<file path="src/rtl/keypad_pkg.sv">
// Shared key codes, entry FSM states and helpers for the keypad entry controller.
package keypad_pkg;

    localparam logic [3:0] KC_DIGIT_MAX = 4'h9;
    localparam logic [3:0] KC_ENTER     = 4'hA;
    localparam logic [3:0] KC_CLEAR     = 4'hB;
    localparam logic [3:0] KC_NONE      = 4'hF;

    localparam logic [3:0] COL_INIT = 4'b1110;

    typedef enum logic [1:0] {
        ST_IDLE,
        ST_ENTRY,
        ST_HOLD
    } entry_state_t;

    // Snapshot bit index is col*4+row; anything outside the wired keys decodes to KC_NONE.
    function automatic logic [3:0] onehot_to_keycode(input logic [15:0] bits);
        logic [3:0] code;
        case (bits)
            16'h0008: code = 4'h0;
            16'h0080: code = 4'h1;
            16'h0040: code = 4'h2;
            16'h0020: code = 4'h3;
            16'h0800: code = 4'h4;
            16'h0400: code = 4'h5;
            16'h0200: code = 4'h6;
            16'h8000: code = 4'h7;
            16'h4000: code = 4'h8;
            16'h2000: code = 4'h9;
            16'h0010: code = KC_ENTER;
            16'h1000: code = KC_CLEAR;
            default:  code = KC_NONE;
        endcase
        return code;
    endfunction

endpackage

</file>
<file path="src/rtl/keypad_scanner.sv">
// Column scan, full-frame snapshot, debounce and press-edge detection for a 4x4 keypad.
module keypad_scanner
    import keypad_pkg::*;
#(
    parameter int SCAN_DIV       = 50000,
    parameter int DEBOUNCE_SCANS = 4
) (
    input  logic        clk,
    input  logic        rst,
    input  logic [3:0]  row_n,
    output logic [3:0]  col_n,
    output logic        key_evt,
    output logic [15:0] key_bits
);

    localparam int DIV_W = (SCAN_DIV > 1) ? $clog2(SCAN_DIV) : 1;
    localparam int CNT_W = $clog2(DEBOUNCE_SCANS + 1);

    logic [DIV_W-1:0] div_cnt;
    logic [1:0]       col_idx;
    logic [15:0]      snap_acc;
    logic [15:0]      prev_snap;
    logic [CNT_W-1:0] match_cnt;
    logic [15:0]      snap_full;
    logic [CNT_W-1:0] match_next;
    logic             dwell_end;
    logic             frame_end;
    logic             accept;

    function automatic logic is_onehot(input logic [15:0] v);
        return (v != 16'h0) && ((v & (v - 16'h1)) == 16'h0);
    endfunction

    always_comb begin
        dwell_end = (div_cnt == DIV_W'(SCAN_DIV - 1));
        frame_end = dwell_end && (col_idx == 2'd3);
        snap_full = snap_acc;
        snap_full[{col_idx, 2'b00} +: 4] = ~row_n;
        if (snap_full == prev_snap)
            match_next = (match_cnt == CNT_W'(DEBOUNCE_SCANS)) ? match_cnt : match_cnt + 1'b1;
        else
            match_next = CNT_W'(1);
        accept = (match_next >= CNT_W'(DEBOUNCE_SCANS));
    end

    always_ff @(posedge clk) begin
        if (rst) begin
            div_cnt   <= '0;
            col_idx   <= 2'd0;
            col_n     <= COL_INIT;
            snap_acc  <= '0;
            prev_snap <= '0;
            match_cnt <= '0;
            key_bits  <= '0;
            key_evt   <= 1'b0;
        end else begin
            key_evt <= 1'b0;
            if (dwell_end) begin
                div_cnt  <= '0;
                col_idx  <= col_idx + 2'd1;
                col_n    <= {col_n[2:0], col_n[3]};
                snap_acc <= snap_full;
            end else begin
                div_cnt <= div_cnt + 1'b1;
            end
            // Only a complete four-column frame takes part in debouncing.
            if (frame_end) begin
                prev_snap <= snap_full;
                match_cnt <= match_next;
                if (accept && (snap_full != key_bits)) begin
                    key_bits <= snap_full;
                    key_evt  <= (key_bits == 16'h0) && is_onehot(snap_full);
                end
            end
        end
    end

endmodule

</file>
<file path="src/rtl/keypad_entry_ctrl.sv">
// Keypad-to-BCD entry controller: scanner, key decode, entry FSM and valid/ready output.
module keypad_entry_ctrl
    import keypad_pkg::*;
#(
    parameter int SCAN_DIV       = 50000,
    parameter int DEBOUNCE_SCANS = 4,
    parameter int NUM_DIGITS     = 3
) (
    input  logic                              clk,
    input  logic                              rst,
    input  logic [3:0]                        row_n,
    output logic [3:0]                        col_n,
    output logic [4*NUM_DIGITS-1:0]           out_data,
    output logic [$clog2(NUM_DIGITS+1)-1:0]   out_count,
    output logic                              out_valid,
    input  logic                              out_ready,
    output logic                              key_pulse,
    output logic [3:0]                        key_code,
    output logic                              err_pulse
);

    localparam int DW = 4 * NUM_DIGITS;
    localparam int CW = $clog2(NUM_DIGITS + 1);

    logic          key_evt;
    logic [15:0]   key_bits;
    entry_state_t  state_q, state_d;
    logic [DW-1:0] data_d;
    logic [CW-1:0] count_d;
    logic          err_d;

    keypad_scanner #(
        .SCAN_DIV       (SCAN_DIV),
        .DEBOUNCE_SCANS (DEBOUNCE_SCANS)
    ) u_scanner (
        .clk      (clk),
        .rst      (rst),
        .row_n    (row_n),
        .col_n    (col_n),
        .key_evt  (key_evt),
        .key_bits (key_bits)
    );

    assign out_valid = (state_q == ST_HOLD);

    always_comb begin
        state_d = state_q;
        data_d  = out_data;
        count_d = out_count;
        err_d   = 1'b0;
        if (state_q == ST_HOLD) begin
            // A handshake in the same cycle as a key event wins; the key is dropped silently.
            if (out_ready) begin
                state_d = ST_IDLE;
                data_d  = '0;
                count_d = '0;
            end else if (key_pulse) begin
                err_d = 1'b1;
            end
        end else if (key_pulse) begin
            if (key_code <= KC_DIGIT_MAX) begin
                if (out_count < CW'(NUM_DIGITS)) begin
                    data_d  = {out_data[DW-5:0], key_code};
                    count_d = out_count + 1'b1;
                    state_d = ST_ENTRY;
                end else begin
                    err_d = 1'b1;
                end
            end else if (key_code == KC_ENTER) begin
                if (out_count != '0) state_d = ST_HOLD;
                else                 err_d   = 1'b1;
            end else if (key_code == KC_CLEAR) begin
                state_d = ST_IDLE;
                data_d  = '0;
                count_d = '0;
            end else begin
                err_d = 1'b1;
            end
        end
    end

    always_ff @(posedge clk) begin
        if (rst) begin
            state_q   <= ST_IDLE;
            out_data  <= '0;
            out_count <= '0;
            key_pulse <= 1'b0;
            key_code  <= 4'h0;
            err_pulse <= 1'b0;
        end else begin
            state_q   <= state_d;
            out_data  <= data_d;
            out_count <= count_d;
            err_pulse <= err_d;
            key_pulse <= key_evt;
            if (key_evt) key_code <= onehot_to_keycode(key_bits);
        end
    end

endmodule

</file>
<file path="config.mk">
export PLATFORM = sky130hd
export DESIGN_NAME = keypad_entry_ctrl
export DESIGN_NICKNAME = d
export VERILOG_FILES = /design/src/rtl/keypad_pkg.sv /design/src/rtl/keypad_scanner.sv /design/src/rtl/keypad_entry_ctrl.sv
export SDC_FILE = /design/constraint.sdc
export NUM_CORES = 1
export LEC_CHECK = 0
export BUFFER_PORTS_ARGS = -buffer_cell sky130_fd_sc_hd__buf_4
export CAP_MARGIN = 0
export CORE_MARGIN = 2
export CORE_UTILIZATION = 55
export CTS_CLUSTER_DIAMETER = 40
export DETAILED_ROUTE_END_ITERATION = 10
export PLACE_DENSITY = 0.76
export SLEW_MARGIN = 0
export SYNTH_ARGS = -nofsm -noshare
export SYNTH_HDL_FRONTEND = slang
export SYNTH_SLANG_ARGS = --single-unit
</file>
<file path="constraint.sdc">
create_clock -name clk -period 2.85 [get_ports clk]
set_input_delay 0.57 -clock clk [delete_from_list [all_inputs] [get_ports clk]]
set_output_delay 0.57 -clock clk [all_outputs]
set_load 0.1 [all_outputs]
</file>
## Word-level counts from Yosys, hierarchy flattened

Index checks and enable logic that the tools add are counted.
W data, S select, Z words.

- ROM bits: 0
- Memories kept: 0
- RAM bits: 0
- Register bits after elaboration: 96
- Bits in latches: 0
- Word-level logic and storage cells: 102
- Output and inout port bits: 25

- Equal/unequal tests: 24
- Magnitude comparators: 3
- Div/mod/pow operators: 0
- Add/subtract/negate cells: 6
- Bitwise logic cells: 4
- Reduce and logical (&&, ||, !) cells: 16
- Multipliers: 0
- Shifts and indexed selects: 2
- Multiplexer cells: 33

Operators by type and width:

| cell | count |
|---|---|
| $mux W12 | 7 |
| $pmux W4 S12 | 1 |
| $eq A16 B16 Y1 const B | 2 |
| $logic_not A16 Y1 | 2 |
| $mux W2 | 13 |
| $add A16 B1 Y16 const B | 1 |
| $and A16 B16 Y16 | 1 |
| $bwmux W16 | 1 |
| $eq A16 B10 Y1 const B | 1 |
| $eq A16 B11 Y1 const B | 1 |
| $eq A16 B12 Y1 const B | 1 |
| $eq A16 B13 Y1 const B | 1 |
| $eq A16 B14 Y1 const B | 1 |
| $eq A16 B15 Y1 const B | 1 |
| $eq A16 B16 Y1 | 1 |
| $eq A16 B4 Y1 const B | 1 |
| $eq A16 B5 Y1 const B | 1 |
| $eq A16 B6 Y1 const B | 1 |
| $eq A16 B7 Y1 const B | 1 |
| $eq A16 B8 Y1 const B | 1 |
| $ne A16 B16 Y1 | 1 |
| $reduce_bool A16 Y1 | 1 |
| $shift A4 B6 Y16 const A | 1 |
| $shiftx A4 B6 Y16 | 1 |
| 26 further kinds | 44 |

## Depth between registers and ports, before layout

Gate-level depths: netlist (run 1).

- Depth in word-level cells: 9
- Gate-level depth with buffers: 14

## Cells and area by module

From an unflattened synthesis (run 1), not the netlist that was laid out.

- Cells, all modules: 685
- Area total of the unflattened synthesis: 5617.9 um2

Modules (own cells, without submodules):

| module | area each (um2) | instances | cells each |
|---|---|---|---|
| keypad_scanner | 4261.6 | 1 | 513 |
| keypad_entry_ctrl | 1356.3 | 1 | 172 |

## Least setup slack after synthesis (run 1)

No wires, ideal clock.

- Path kind: register -> register
- Start point: register u_scanner.col_idx[0]
- End point: register u_scanner.key_bits[11]
- Setup slack: -0.128 ns
- Stages on the path, launching flop included: 12
- Data arrival time: 2.908 ns
- Library setup time: 0.070 ns
- Clock period less this slack: 2.978 ns
- Path buffers: 2
- Path through: dfxtp_1 > buf_2 > inv_1 > ha_1 > nor3b_2 > a31oi_4 > xnor2_1 > nor4_1 > nand4_2 > clkbuf_1 > or3_1 > a21oi_1

- Cells in the longest elaborated chain, start to end: 8

RTL lines:

| item | RTL line | text |
|---|---|---|
| start, declared | keypad_scanner.sv:20 | `logic [1:0] col_idx;` |
| start signal, assigned | keypad_scanner.sv:60 | `col_idx <= col_idx + 2'd1;` |
| $neg A4 Y6 | keypad_scanner.sv:38 | `snap_full[{col_idx, 2'b00} +: 4] = ~row_n;` |
| $shiftx A4 B6 Y16 or $shift A4 B6 Y16 (tied branches) | keypad_scanner.sv:38 |  |
| $bwmux W16 | keypad_scanner.sv:38 |  |
| $eq A16 B16 Y1 | keypad_scanner.sv:39 | `if (snap_full == prev_snap)` |
| $mux W3 | keypad_scanner.sv:39 |  |
| $ge A3 B3 Y1 | keypad_scanner.sv:43 | `accept = (match_next >= CNT_W'(DEBOUNCE_SCANS));` |
| $logic_and A1 B1 Y1 | keypad_scanner.sv:70 | `if (accept && (snap_full != key_bits)) begin` |
| $reduce_and A2 Y1 (no line) | - |  |
| end signal, assigned | keypad_scanner.sv:71 | `key_bits <= snap_full;` |
| end, declared | keypad_scanner.sv:13 | `output logic [15:0] key_bits` |

Parallel ways exist; a longest one is shown, timed or not.
A chain may end at the register's enable or synchronous reset.

## Worst setup path after layout (run 1)

- Start point: register u_scanner.col_idx[0]
- End point: register u_scanner.key_bits[3]

Same word-level chain as after synthesis.

==> impl_results.rst, run 1 <==
.. list-table::
   :header-rows: 1

   * - Metric
     - Value
   * - Result of the run
     - complete, but fails checks
   * - Violations in the final reports
     - negative setup slack
   * - I/O Pins
     - 32
   * - Kind of end point of the critical path
     - flip-flop
   * - Mean number of vias per cell
     - 6.17
   * - Floorplan die area
     - 10500 µm²
   * - Setup slack on the worst flop-to-flop path
     - -50 ps
   * - First-pass GRT wire length
     - 23300 µm
   * - Cell seen most often among critical-path stages
     - sky130_fd_sc_hd__buf_6
   * - IO Port Bufs
     - 31
   * - Largest net degree at the start of global routing
     - 48
   * - RSZ-0062 raised after global routing
     - yes
   * - Tightest hold margin
     - 442 ps
   * - Max Root-Sink Buffers
     - 2
   * - Final Hold Vio Count
     - 0
   * - Number of antenna violations at the first check in global routing
     - 0
   * - CP Data Arrival Time
     - 3200 ps
   * - TritonRoute pass-1 iters
     - 6
   * - PD cells
     - 363 nW/µm²
   * - Worst hold path class
     - reg -> reg
   * - Critical Path RT
     - 3140 ps
   * - Synthesized instance count
     - 641
   * - Horizontal die dimension
     - 102 µm
   * - Tmin final
     - 2900 ps
   * - Remaining Overflow, GRT
     - 0
   * - Pleak
     - 0.00232 µW
   * - Top post-synthesis cells by area
     - sky130_fd_sc_hd__dfxtp_1 (36%), sky130_fd_sc_hd__nor2_1 (5.7%), sky130_fd_sc_hd__xnor2_1 (5.1%), sky130_fd_sc_hd__a211oi_1 (5.1%), sky130_fd_sc_hd__o21ai_0 (3.1%)
   * - Yosys top cell area share
     - 36.1%
   * - Count of unique library cells instantiated by Yosys
     - 70
   * - Core outline area
     - 9330 µm²
   * - Post-route worst setup slack
     - -53.8 ps
   * - Total wire length
     - 14600 µm
   * - Cell Area, Synth
     - 5330 µm²
   * - Remaining max-slew budget at the tightest pin
     - 58.8%
   * - Peak supply drop
     - 223 µV
   * - Top FF cell, synth
     - sky130_fd_sc_hd__dfxtp_1
   * - Post-route clock skew
     - 9.53 ps
   * - Clock sink count
     - 96
   * - Startpoint of the worst register-to-register path
     - u_scanner.col_idx[0]
   * - Post-synth net total
     - 658
   * - Die boundary height
     - 102 µm
   * - Endpoint of the lowest-slack register-to-register path
     - u_scanner.key_bits[3]
   * - Largest incremental delay on the critical path
     - 410 ps
   * - Ratio of cells with drive above 1 in the final layout
     - 23.5%
   * - Count of antenna-violating nets left after detailed routing
     - 0
   * - Post-Route Setup TNS
     - -303 ps
   * - Gate family responsible for the most delay along the worst path
     - simple AND/OR/NAND/NOR gates
   * - Most common cell after layout, fill and taps aside
     - sky130_fd_sc_hd__dfxtp_1
   * - Critical path depth
     - 12
   * - Part of the cycle the worst path needs
     - 102%
   * - Detail-routed net length per standard cell
     - 17.5 µm
   * - Per-instance average area after synthesis
     - 8.31 µm²
   * - Crit path launch type
     - flip-flop
   * - Critical path class
     - reg -> reg
   * - Global routing usage summed across all routing layers
     - 28.2%
   * - Antenna Diode Count
     - 0
   * - Async set-or-reset flop fraction in the synthesized netlist
     - 0%
   * - Final net count
     - 718
   * - Weighted congestion at the end of routability-driven global placement
     - 0.982
   * - R2R depth
     - 12
   * - Insertion delay of the later-clocked pin in the worst-skew pair
     - 360 ps
   * - DRC viols
     - 0
   * - CTS buffer count
     - 9
   * - Clock tree from TritonCTS
     - yes
   * - # setup viols final
     - 10
   * - Top cell type by total area after synthesis
     - sky130_fd_sc_hd__dfxtp_1
   * - Root Driver
     - sky130_fd_sc_hd__clkbuf_8
   * - Layout-stage area growth over the synthesis result
     - 22.3%
   * - Clock edge transition at the registers on the reported setup and hold paths
     - 100 ps
   * - Yosys warning count
     - 0
   * - Critical Path End
     - u_scanner.key_bits[3]
   * - Number of pins exceeding their max-slew limit in the final report
     - 0
   * - Buffering stage count on the worst path with inverters included
     - 4
   * - Total vias in the final route
     - 5153
   * - Effective utilization at floorplan
     - 57.1%
   * - Synthesis-stage register bit count
     - 96
   * - Most frequent cells in the layout
     - sky130_fd_sc_hd__dfxtp_1 (94), sky130_fd_sc_hd__buf_4 (87), sky130_fd_sc_hd__nor2_1 (81)
   * - CP Launch Point
     - u_scanner.col_idx[0]
   * - Worst-path cell with the longest stage delay
     - sky130_fd_sc_hd__nor4_4
   * - Maximum achievable frequency
     - 0.344 GHz
   * - Via count of the first global-routing pass
     - 4681
   * - Crit-path cells
     - inv_4 -> ha_4 -> nand4b_1 -> buf_6 -> o211ai_1 -> o2111ai_2 -> nor4_4 -> nand4_4 -> buf_6 -> buf_8 -> or3_4 -> a21oi_2
   * - Slew @ Worst Pin
     - 615 ps
   * - Detailed Route Iter0 Violations
     - 376
   * - Sequential share of the synthesized area
     - 36.1%
   * - Number of enable flip-flop cells after synthesis
     - 0
   * - Dpl hpwl
     - 10500 µm
   * - H-tree levels
     - 3
   * - Max Cap Viol
     - 0
   * - Core Rows
     - 35
   * - Crit-path max FO
     - 8
-- routing by layer --
layer,GRT usage [%],part of all wire [%]
met5,0,0
met4,9.54,2.5
met3,5.20,6.4
met2,43.6,46
met1,39.5,45
-- registers in the layout, indices dropped and copies added (netlist names) --
signal / flops
u_scanner.key_bits: 16
state_q: 2
u_scanner.col_n: 4
out_data: 12
key_pulse: 1
u_scanner.snap_acc: 16
u_scanner.key_evt: 1
u_scanner.col_idx: 2
u_scanner.prev_snap: 16
u_scanner.match_cnt: 3
u_scanner.div_cnt: 16
key_code: 4
out_count: 2
err_pulse: 1
-- synth_stat cells, types with 4 or more instances --
| master | count |
|---|---|
| sky130_fd_sc_hd__nor4bb_1 | 4 |
| sky130_fd_sc_hd__and3_1 | 13 |
| sky130_fd_sc_hd__nor4b_1 | 5 |
| sky130_fd_sc_hd__o22ai_1 | 5 |
| sky130_fd_sc_hd__buf_1 | 4 |
| sky130_fd_sc_hd__xnor2_1 | 31 |
| sky130_fd_sc_hd__buf_2 | 8 |
| sky130_fd_sc_hd__nor4_1 | 10 |
| sky130_fd_sc_hd__nor2b_1 | 10 |
| sky130_fd_sc_hd__a211oi_1 | 36 |
| sky130_fd_sc_hd__a22oi_2 | 4 |
| sky130_fd_sc_hd__o21ai_0 | 33 |
| sky130_fd_sc_hd__nand2b_1 | 9 |
| sky130_fd_sc_hd__xor2_1 | 9 |
| sky130_fd_sc_hd__dfxtp_1 | 96 |
| sky130_fd_sc_hd__or3_1 | 18 |
| sky130_fd_sc_hd__and4_1 | 4 |
| sky130_fd_sc_hd__nor3_1 | 14 |
| sky130_fd_sc_hd__a21oi_1 | 32 |
| sky130_fd_sc_hd__nand2_1 | 22 |
| sky130_fd_sc_hd__a22o_1 | 10 |
| sky130_fd_sc_hd__o211ai_1 | 12 |
| sky130_fd_sc_hd__o21a_1 | 9 |
| sky130_fd_sc_hd__nor2_1 | 81 |
| sky130_fd_sc_hd__or2_2 | 6 |
| sky130_fd_sc_hd__nand4_1 | 5 |
| sky130_fd_sc_hd__ha_1 | 10 |
| sky130_fd_sc_hd__mux2i_1 | 4 |
| sky130_fd_sc_hd__a211o_1 | 5 |
| sky130_fd_sc_hd__nand3_1 | 17 |
| sky130_fd_sc_hd__o31ai_1 | 4 |
| sky130_fd_sc_hd__clkbuf_1 | 32 |
| sky130_fd_sc_hd__inv_1 | 22 |
-- worst min path at each step --
stage | startpoint | end | slack, ps | depth (start not counted)
CTS | u_scanner.div_cnt[0] | u_scanner.div_cnt[0] | 450 | 1
global route | out_ready | err_pulse | 470 | 3
finish | u_scanner.div_cnt[0] | u_scanner.div_cnt[0] | 440 | 1
floorplan | u_scanner.div_cnt[0] | u_scanner.div_cnt[0] | 410 | 1
global placement | u_scanner.div_cnt[0] | u_scanner.div_cnt[0] | 420 | 1
detailed placement | u_scanner.div_cnt[0] | u_scanner.div_cnt[0] | 440 | 1
-- worst register-to-register path, stage by stage (launching register included) --
cell                        delay, ps
sky130_fd_sc_hd__dfxtp_2          370
sky130_fd_sc_hd__inv_4             60
sky130_fd_sc_hd__ha_4             310
sky130_fd_sc_hd__nand4b_1         180
sky130_fd_sc_hd__buf_6            190
sky130_fd_sc_hd__o211ai_1         220
sky130_fd_sc_hd__o2111ai_2        190
sky130_fd_sc_hd__nor4_4           410
sky130_fd_sc_hd__nand4_4          150
sky130_fd_sc_hd__buf_6            170
sky130_fd_sc_hd__buf_8            120
sky130_fd_sc_hd__or3_4            320
sky130_fd_sc_hd__a21oi_2          140
-- through the flow --
| step | instances | worst slack (ps) | util, % | total power (µW) | instance area, µm² |
|---|---|---|---|---|---|
| finish | 835 | -53.8 | 69.9 | 2370 | 6520 |
| global route | 835 | -168 | 69.9 | 2450 | 6520 |
| CTS | 826 | -3.97 | 67.0 | 2380 | 6250 |
| detailed placement | 804 | -111 | 63.7 | 1470 | 5940 |
| global placement | 804 | -44.3 | 63.7 | 1470 | 5940 |
| floorplan | 641 | 33.8 | - | 1440 | 5360 |
-- where the power goes --
part	switching [µW]	total, µW	internal, µW
clock	497	916	419
combinational	65.3	106	40.3
sequential	2.05	1350	1340
-- logic make-up after synthesis --
group / share of synthesized area (%)
fa+ha+maj: 2.35
simple gates: 23.4
flops: 36.1
compound gates: 25.1
buf+inv: 5.52
mux: 0.963
xor+xnor: 6.57
-- area by class of cell --
cell class / instances / area [µm²]
inverter: 22 / 85.1
tap: 129 / 161
fill: 724 / 2810
multi-input combinational: 474 / 3350
sequential: 96 / 1920
clock buffer: 10 / 128
timing repair buffer: 98 / 800
clock inverter: 6 / 73.8
-- what timing repair did --
item	CTS	global route
setup endpoints to repair	17	20
buffers inserted	5	8
cloned	1	1
resized for setup	14	35
hold buffers	0	0
pin swaps	6	17
Note: power is estimated with default switching activity, not from simulation.
==> run 2: changes to the inputs <==
RECOVER_POWER = 50   (was default)
==> run 2 against run 1 <==
Net effect:
- critical endpoint unchanged
- combinational power hardly changed
- worst hold slack better by 2.0 ps
- sequential cell count stayed put
- routed wire length is 0.42% higher
- critical path depth stayed put
- global-route usage stayed put
- power hardly changed
- setup slack worse by 13 ps
- clock skew hardly changed
- the flow still finishes with violations (negative setup slack)
- via count is 0.70% lower
==> impl_results.rst, run 2 (synthesized netlist as in run 1, its figures left out) <==
.. list-table::
   :header-rows: 1

   * - Metric
     - Value
   * - H-tree levels
     - 3 (unchanged)
   * - Ratio of cells with drive above 1 in the final layout
     - 20.1% (-3.4 points)
   * - Post-Place Cells
     - 804 (unchanged)
   * - Floorplan die area
     - 10500 µm² (unchanged)
   * - Post-route clock skew
     - 9.15 ps (-0.385 ps)
   * - TritonRoute pass-1 iters
     - 5 (-1)
   * - Max Cap Viol
     - 0 (unchanged)
   * - Horizontal die dimension
     - 102 µm (unchanged)
   * - Detail-routed net length per standard cell
     - 17.6 µm (+0.42%)
   * - Violations in the final reports
     - negative setup slack
   * - Result of the run
     - complete, but fails checks
   * - Buffering stage count on the worst path with inverters included
     - 4 (unchanged)
   * - Core Rows
     - 35 (unchanged)
   * - Maximum achievable frequency
     - 0.343 GHz (-0.45%)
   * - Die boundary height
     - 102 µm (unchanged)
   * - Antenna Diode Count
     - 0 (unchanged)
   * - PnR Total Power
     - 2370 µW (about the same)
   * - Peak supply drop
     - 223 µV (-0.20%)
   * - Setup Slack @ Placement
     - -111 ps (unchanged)
   * - DRC viols
     - 0 (unchanged)
   * - Root Driver
     - sky130_fd_sc_hd__clkbuf_8
   * - IO Port Bufs
     - 31 (unchanged)
   * - Insertion delay of the later-clocked pin in the worst-skew pair
     - 360 ps (about the same)
   * - Kind of end point of the critical path
     - flip-flop
   * - Cell seen most often among critical-path stages
     - sky130_fd_sc_hd__buf_6
   * - Clock edge transition at the registers on the reported setup and hold paths
     - 90 ps (about the same)
   * - Largest incremental delay on the critical path
     - 410 ps (about the same)
   * - Worst hold path class
     - reg -> reg
   * - Critical path class
     - reg -> reg
   * - Post-route worst setup slack
     - -66.9 ps (-13.1 ps)
   * - Post-CTS Hold Buffers
     - 0 (unchanged)
   * - Number of antenna violations at the first check in global routing
     - 0 (unchanged)
   * - Total non-filler cell area in the finished layout
     - 6430 µm² (-1.4%)
   * - Dpl hpwl
     - 10500 µm (unchanged)
   * - Fill cell total of the finished layout
     - 758 (+4.7%)
   * - First-pass GRT wire length
     - 23300 µm (unchanged)
   * - Max Root-Sink Buffers
     - 2 (unchanged)
   * - Global routing usage summed across all routing layers
     - 28.2% (unchanged)
   * - Slew @ Worst Pin
     - 1190 ps (+578 ps)
   * - Final Hold Vio Count
     - 0 (unchanged)
   * - Mean number of vias per cell
     - 6.13 (-0.70%)
   * - CP Data Arrival Time
     - 3210 ps (about the same)
   * - PD cells
     - 368 nW/µm² (+1.4%)
   * - # setup viols final
     - 10 (unchanged)
   * - Final cell count without fillers
     - 835 (unchanged)
   * - Count of antenna-violating nets left after detailed routing
     - 0 (unchanged)
   * - Remaining Overflow, GRT
     - 0 (unchanged)
   * - CTS buffer count
     - 9 (unchanged)
   * - Crit-path cells
     - inv_4 -> ha_4 -> nand4b_1 -> buf_6 -> o211ai_1 -> o2111ai_2 -> nor4_4 -> nand4_4 -> buf_6 -> buf_8 -> or3_4 -> a21oi_2
   * - Core outline area
     - 9330 µm² (unchanged)
   * - Clock sink count
     - 96 (unchanged)
   * - Remaining max-slew budget at the tightest pin
     - 20.8% (-38 points)
   * - Gate family responsible for the most delay along the worst path
     - simple AND/OR/NAND/NOR gates
   * - Final net count
     - 718 (unchanged)
   * - I/O Pins
     - 32 (unchanged)
   * - Clock tree from TritonCTS
     - yes
   * - Part of the cycle the worst path needs
     - 102% (+0.46 points)
   * - Critical Path RT
     - 3150 ps (about the same)
   * - Most frequent cells in the layout
     - sky130_fd_sc_hd__dfxtp_1 (94), sky130_fd_sc_hd__nor2_1 (81), sky130_fd_sc_hd__buf_4 (63)
   * - Detailed Route Iter0 Violations
     - 432 (+15%)
   * - Weighted congestion at the end of routability-driven global placement
     - 0.982 (unchanged)
   * - Most common cell after layout, fill and taps aside
     - sky130_fd_sc_hd__dfxtp_1
   * - Number of pins exceeding their max-slew limit in the final report
     - 0 (unchanged)
   * - Largest net degree at the start of global routing
     - 48 (unchanged)
   * - Crit path launch type
     - flip-flop
   * - Total wire length
     - 14700 µm (+0.42%)
   * - Effective utilization at floorplan
     - 57.1% (unchanged)
   * - Area after detailed placement
     - 5940 µm² (unchanged)
   * - Tmin final
     - 2920 ps (+13.1 ps)
   * - Crit-path max FO
     - 8 (unchanged)
   * - Total vias in the final route
     - 5117 (-0.70%)
   * - Via count of the first global-routing pass
     - 4681 (unchanged)
   * - Worst-path cell with the longest stage delay
     - sky130_fd_sc_hd__nor4_4
   * - Pleak
     - 0.00222 µW (-4.3%)
   * - RSZ-0062 raised after global routing
     - yes
   * - Layout-stage area growth over the synthesis result
     - 20.6%
## run 2: cell types whose count changed in the layout (fill, tap and decap cells not counted), sizes merged
cell    change
clkbuf     +24
buf        -24
## run 2: final timing paths
| path | start | to | slack, ps | cells past startpoint |
|---|---|---|---|---|
| worst min register to register | u_scanner.div_cnt[0] | u_scanner.div_cnt[0] | 440 | 1 |
| worst min-delay path | u_scanner.div_cnt[0] | u_scanner.div_cnt[0] | 440 | 1 |
| worst max-delay path | u_scanner.col_idx[0] | u_scanner.key_bits[3] | -70 | 12 |
| worst max register to register | u_scanner.col_idx[0] | u_scanner.key_bits[3] | -70 | 12 |
## run 2: layout make-up
type / count / area, µm² / share of cell area, %
Inverter: 22 / 85.1 / 1.32
Clock buffer: 10 / 128 / 1.99
Clock inverter: 6 / 73.8 / 1.15
Multi-Input combinational cell: 474 / 3350 / 52.1
Tap cell: 129 / 161 / 2.51
Timing Repair Buffer: 98 / 709 / 11.0
Sequential cell: 96 / 1920 / 29.9
## run 2: metal layers
layer	global-route usage [%]	up-vias	share of wire, %
met5	0	-	0
met4	9.54	0	2.4
met3	5.20	37	5.2
met2	43.6	169	46
met1	39.5	2441	46
li1	-	2470	-
## run 2: timing repair
action                     CTS  global route
pin swaps                    6            17
resized for setup           14            35
setup buffers                5             8
cloned                       1             1
setup endpoints to repair   17            20
## run 2: metrics by stage
| stage | utilization (%) | setup TNS [ps] | hold slack, ps |
|---|---|---|---|
| 2_1_floorplan | - | 0 | 413 |
| 3_3_place_gp | 63.7 | -44.3 | 425 |
| 4_1_cts | 67.0 | -3.97 | 450 |
| 5_1_grt | 68.9 | -2080 | 472 |
| 3_5_place_dp | 63.7 | -622 | 435 |
| 6_report | 68.9 | -504 | 444 |
## run 2: where the power goes
group | internal (µW) | switching (µW) | leakage, µW
combinational | 40.3 | 65.4 | 0.00135
sequential | 1340 | 2.07 | 0.000775
clock | 419 | 498 | 0.0000954
